### config.mk
export PLATFORM = sky130hd
export DESIGN_NAME = branch_predictor
export DESIGN_NICKNAME = d
export VERILOG_FILES = /design/src/rtl/bp_pkg.sv /design/src/rtl/bp_stat_counter.sv /design/src/rtl/branch_predictor.sv
export SDC_FILE = /design/constraint.sdc
export NUM_CORES = 2
export LEC_CHECK = 0
export CORE_MARGIN = 4
export CORE_UTILIZATION = 25
export DETAILED_ROUTE_END_ITERATION = 8
export PLACE_DENSITY = 0.49
export RECOVER_POWER = 25
export SLEW_MARGIN = 20
export SYNTH_ARGS = -nofsm -noshare
export SYNTH_HDL_FRONTEND = slang
export SYNTH_SLANG_ARGS = --single-unit
### constraint.sdc
create_clock -name clk -period 11.57 [get_ports clk]
set_input_delay 1.157 -clock clk [delete_from_list [all_inputs] [get_ports clk]]
set_output_delay 1.157 -clock clk [all_outputs]
set_load 0.005 [all_outputs]
### src/rtl/bp_pkg.sv
// Shared definitions for the branch predictor: counter encodings,
// saturating counter step and PC index/tag extraction.
package bp_pkg;

    localparam logic [1:0] SNT = 2'b00;
    localparam logic [1:0] WNT = 2'b01;
    localparam logic [1:0] WT  = 2'b10;
    localparam logic [1:0] ST  = 2'b11;

    localparam logic [1:0] ALLOC_CTR = WT;

    // Widest PC the extraction helpers accept; callers zero-extend into it.
    localparam int MAX_XLEN = 128;

    function automatic logic [1:0] ctr_next(
        input logic [1:0] c,
        input logic       taken
    );
        if (taken)
            return (c == ST) ? ST : c + 2'd1;
        else
            return (c == SNT) ? SNT : c - 2'd1;
    endfunction

    function automatic logic [31:0] pc_index(
        input logic [MAX_XLEN-1:0] pc,
        input int                  idx_w
    );
        logic [31:0] r;
        r = '0;
        for (int i = 0; i < 32; i++)
            if (i < idx_w)
                r[i] = pc[i+2];
        return r;
    endfunction

    function automatic logic [31:0] pc_tag(
        input logic [MAX_XLEN-1:0] pc,
        input int                  idx_w,
        input int                  tag_w
    );
        logic [31:0] r;
        r = '0;
        for (int i = 0; i < 32; i++)
            if (i < tag_w && (idx_w + 2 + i) < MAX_XLEN)
                r[i] = pc[idx_w+2+i];
        return r;
    endfunction

endpackage

### src/rtl/bp_stat_counter.sv
// Saturating event counter with synchronous active-low clear.
module bp_stat_counter #(
    parameter int CNT_W = 32
) (
    input  logic             clk,
    input  logic             clr_n,
    input  logic             inc,
    output logic [CNT_W-1:0] count
);

    always_ff @(posedge clk) begin
        if (!clr_n)
            count <= '0;
        else if (inc && count != '1)
            count <= count + 1'b1;
    end

endmodule

### src/rtl/branch_predictor.sv
// Direct-mapped BTB with 2-bit direction counters: zero-latency IF
// lookup, registered EX update, and lookup/mispredict statistics.
module branch_predictor
    import bp_pkg::*;
#(
    parameter int         XLEN     = 64,
    parameter int         ENTRIES  = 16,
    parameter int         TAG_W    = 10,
    parameter int         CNT_W    = 32,
    parameter logic [1:0] CTR_INIT = 2'b01
) (
    input  logic             clk,
    input  logic             reset,
    input  logic             lookup_valid,
    input  logic [XLEN-1:0]  lookup_pc,
    output logic             pred_hit,
    output logic             pred_taken,
    output logic [XLEN-1:0]  pred_target,
    input  logic             upd_valid,
    input  logic [XLEN-1:0]  upd_pc,
    input  logic             upd_taken,
    input  logic [XLEN-1:0]  upd_target,
    input  logic             upd_pred_taken,
    input  logic [XLEN-1:0]  upd_pred_target,
    input  logic             flush_all,
    output logic             mispredict,
    output logic [CNT_W-1:0] lookup_count,
    output logic [CNT_W-1:0] mispredict_count
);

    localparam int IDX_W = $clog2(ENTRIES);

    logic             valid_q [ENTRIES];
    logic [TAG_W-1:0] tag_q   [ENTRIES];
    logic [XLEN-1:0]  tgt_q   [ENTRIES];
    logic [1:0]       ctr_q   [ENTRIES];

    logic [IDX_W-1:0] lk_idx;
    logic [TAG_W-1:0] lk_tag;
    logic [IDX_W-1:0] up_idx;
    logic [TAG_W-1:0] up_tag;
    logic             upd_hit;

    always_comb begin
        lk_idx = IDX_W'(pc_index(MAX_XLEN'(lookup_pc), IDX_W));
        lk_tag = TAG_W'(pc_tag(MAX_XLEN'(lookup_pc), IDX_W, TAG_W));
        up_idx = IDX_W'(pc_index(MAX_XLEN'(upd_pc), IDX_W));
        up_tag = TAG_W'(pc_tag(MAX_XLEN'(upd_pc), IDX_W, TAG_W));
    end

    always_comb begin
        pred_hit    = valid_q[lk_idx] && (tag_q[lk_idx] == lk_tag);
        pred_taken  = pred_hit && ctr_q[lk_idx][1];
        pred_target = pred_taken ? tgt_q[lk_idx]
                                 : lookup_pc + XLEN'(4);
        upd_hit     = valid_q[up_idx] && (tag_q[up_idx] == up_tag);
    end

    assign mispredict = upd_valid &&
        ((upd_taken != upd_pred_taken) ||
         (upd_taken && (upd_pred_target != upd_target)));

    // Flush drops a same-cycle update; reset overrides both.
    always_ff @(posedge clk) begin
        if (!reset) begin
            for (int i = 0; i < ENTRIES; i++) begin
                valid_q[i] <= 1'b0;
                tag_q[i]   <= '0;
                tgt_q[i]   <= '0;
                ctr_q[i]   <= CTR_INIT;
            end
        end else if (flush_all) begin
            for (int i = 0; i < ENTRIES; i++) begin
                valid_q[i] <= 1'b0;
                ctr_q[i]   <= CTR_INIT;
            end
        end else if (upd_valid) begin
            if (upd_hit) begin
                ctr_q[up_idx] <= ctr_next(ctr_q[up_idx], upd_taken);
                if (upd_taken)
                    tgt_q[up_idx] <= upd_target;
            end else if (upd_taken) begin
                valid_q[up_idx] <= 1'b1;
                tag_q[up_idx]   <= up_tag;
                tgt_q[up_idx]   <= upd_target;
                ctr_q[up_idx]   <= ALLOC_CTR;
            end
        end
    end

    bp_stat_counter #(.CNT_W(CNT_W)) u_lookup_cnt (
        .clk   (clk),
        .clr_n (reset),
        .inc   (lookup_valid),
        .count (lookup_count)
    );

    bp_stat_counter #(.CNT_W(CNT_W)) u_mispred_cnt (
        .clk   (clk),
        .clr_n (reset),
        .inc   (mispredict),
        .count (mispredict_count)
    );

endmodule

==> impl_metrics.env <==
export IMPL_row_count=182
export IMPL_finalSetupTns_ps=0
export IMPL_dpl_cell_area_um2=69000
export IMPL_synthTopCellsByArea="edfxtp_1 (59%), mux4_2 (15%), and2_1 (8.8%)"
export IMPL_busiest_layer="met2"
export IMPL_drv_cap=25
export IMPL_final_core_utilization_pct=29.7
export IMPL_ctsResizeCount=0
export IMPL_required_ps=11940
export IMPL_slowest_stage="clkbuf_1"
export IMPL_synthMuxAreaShare_pct=17.2
export IMPL_rsz0062_at_grt="no"
export IMPL_ctsHoldBuffers=0
export IMPL_synth_top_cell_by_area="edfxtp_1"
export IMPL_end_kind="flop"
export IMPL_cts_buffer_depth=3
export IMPL_fin_nets=4709
export IMPL_yosysWarningCount=0
export IMPL_fp_dieArea_um2=255000
export IMPL_worstHoldPathType="flop to flop"
export IMPL_netlist_area_um2=61900
export IMPL_critPathTopFamily="buffers and inverters"
export IMPL_crit_path_frequent_cell="clkbuf_1"
export IMPL_ys_flop_type="edfxtp_1"
export IMPL_grt_pass1_vias=38800
export IMPL_initialDrtViolationCount=4309
export IMPL_port_buffers=343
export IMPL_finalInstanceArea_um2=73200
export IMPL_synth_nets=4475
export IMPL_async_flop_share_pct=0
export IMPL_yosys_top_cells_count="edfxtp_1 (1216), and2_1 (873), mux4_2 (420), nor2_1 (417), clkbuf_1 (262)"
export IMPL_synth_cell_types=62
export IMPL_routabilityCongestion=0.778
export IMPL_ios=394
export IMPL_overflow=0
export IMPL_die_w_um=505
export IMPL_cpPeakStageDelay_ps=2580
export IMPL_grt_usage_pct=17.1
export IMPL_max_slew_margin_rel_pct=-138
export IMPL_status="finished, violations left"
export IMPL_ant_nets=0
export IMPL_clock_skew_ps=24.6
export IMPL_met1_usage_pct=23.5
export IMPL_fin_crit_sh_pct=80.9
export IMPL_root_buffer="clkbuf_16"
export IMPL_vias=37800
export IMPL_synth_simple_area_share_pct=15.2
export IMPL_synth_cells=4209
export IMPL_path_class="primary input to flop"
export IMPL_ys_seq_area_share_pct=61.6
export IMPL_max_freq_ghz=0.107
export IMPL_drt_total_wl_um=223000
export IMPL_avgViaCountPerCell=4.80
export IMPL_insertion_delay_ps=780
export IMPL_fillCellCount=24600
export IMPL_synth_adder_area_share_pct=0.0607
export IMPL_grt_antenna_before_repair=41
export IMPL_drcViolationCount=0
export IMPL_power_density_nw_per_um2=147
export IMPL_min_period_ps=9350
export IMPL_synth_top_area_share_pct=59.0
export IMPL_crit_fanout=48
export IMPL_use_met3_pct=3.72
export IMPL_initial_core_util_pct=25.1
export IMPL_syn_mean_instance_area_um2=14.7
export IMPL_synth_most_common_cell="edfxtp_1"
export IMPL_final_hold_viol_count=0
export IMPL_htree_levels=4
export IMPL_drive_above_1_share_pct=16.4
export IMPL_clkTransAtPathRegs_ps=60
export IMPL_synth_top_family_by_area="multiplexers"
export IMPL_slew_viol_final=617
export IMPL_postCtsSetupRepairBufs=0
export IMPL_die_h_um=505
export IMPL_dr_pass1_iters=5
export IMPL_irDropWorstVdd_v=0.000115
export IMPL_synth_edf_count=1216
export IMPL_cts_made_buffers=144
export IMPL_core_area_um2=246000
export IMPL_crit_arrival_ps=9720
export IMPL_critPathBufInv=5
export IMPL_worstSetupStartpointType="primary input"
export IMPL_areaGrowthSynthToFinish_pct=18.3
export IMPL_synth_compound_area_share_pct=0.935
export IMPL_max_slew_worst_pin_slew_ps=3570
export IMPL_wl_per_cell_um=28.3
export IMPL_grt_pass1_wl_um=310000
export IMPL_grtUsageMet2_pct=27.5
export IMPL_setup_viol=0
export IMPL_grt_max_degree=101
export IMPL_ys_seq_elements=1296
export IMPL_synth_xor_area_share_pct=2.44
export IMPL_violations="capacitance limit, slew limit"
export IMPL_p_leak_nw=24.2
export IMPL_cts_tree="done"
export IMPL_dp_final_hpwl_um=129000
export IMPL_cts_sinks=1296
export IMPL_cp_cell_sequence="clkbuf_1, clkbuf_1, nor2b_1, clkbuf_1, nand3_1, clkbuf_1, nand2_1, buf_4"
-- per-layer routing --
layer	up-vias	routed length, µm
met1	19800	94500
met5	-	58
met2	1630	105000
li1	16100	-
met3	273	17900
met4	8	5680
-- registers in the layout (all words and copies together), names as in the netlist --
name	flops
tag_q	160
valid_q	16
u_lookup_cnt.count	32
u_mispred_cnt.count	32
ctr_q	32
tgt_q	1024
-- worst reg2reg max path, cell delays in order, from the launching register on --
cell	delay (ps)
edfxtp_1	400
mux4_2	510
mux4_2	570
xor2_1	220
a2111oi_2	680
nand4_1	860
buf_4	510
nand2_1	120
nand2_1	690
-- final timing paths --
path               start           to  slack (ps)  cells past startpoint
max            upd_pc[3]  tgt_q[9][0]        2220                      8
min          valid_q[12]  valid_q[12]         460                      2
max reg2reg  tag_q[9][2]  tag_q[0][7]        6480                      8
min reg2reg  valid_q[12]  valid_q[12]         460                      2
-- cell usage in the layout (no fill, tap or decap), types with 22 or more instances in the layout --
cell type,synthesis,final
nor2_1,417,405
nor3_1,27,25
dfxtp_1,80,80
and3_1,22,22
xor2_1,33,33
mux2_1,33,33
edfxtp_1,1216,1216
o21ai_0,34,34
nand2_1,175,167
mux2i_1,52,52
nand2b_1,26,26
clkbuf_1,262,54
dlygate4sd3_1,0,64
clkdlybuf4s50_1,0,271
clkbuf_16,0,147
nand3_1,83,83
nand4_1,60,60
mux4_2,420,420
buf_4,6,66
clkinv_1,10,40
and2_1,873,811
mux2_2,28,28
and2_0,0,61
xnor2_1,139,134
-- metrics by stage --
step	total power [mW]	std cells	hold slack, ps	setup slack (ps)
floorplan	6.04	4209	429	6380
global placement	6.52	7609	446	3600
detailed placement	6.53	7609	445	3700
CTS	10.9	7855	454	3620
global route	11.1	7856	470	1870
finish	10.8	7872	456	2220
-- area by class of cell --
| class | count | area, µm² | share of cell area [%] |
|---|---|---|---|
| timing repair buffer | 429 | 4030 | 5.51 |
| multi-input combinational | 2545 | 22400 | 30.6 |
| antenna | 17 | 42.5 | 0.0582 |
| tap | 3312 | 4140 | 5.66 |
| inverter | 27 | 101 | 0.139 |
| clock inverter | 63 | 478 | 0.653 |
| clock buffer | 183 | 3830 | 5.24 |
| sequential | 1296 | 38100 | 52.1 |
-- report_power, final --
part           switching [mW]  internal [mW]
Clock                    1.95           2.41
Combinational           0.585          0.415
Sequential             0.0675           5.35
-- cell families after synthesis --
kind of cell / after synthesis
buf+inv: 368
simple gates: 1752
compound gates: 85
mux: 533
flops: 1296
xor+xnor: 172
fa+ha+maj: 3
Power figures use the tool's default switching activity.
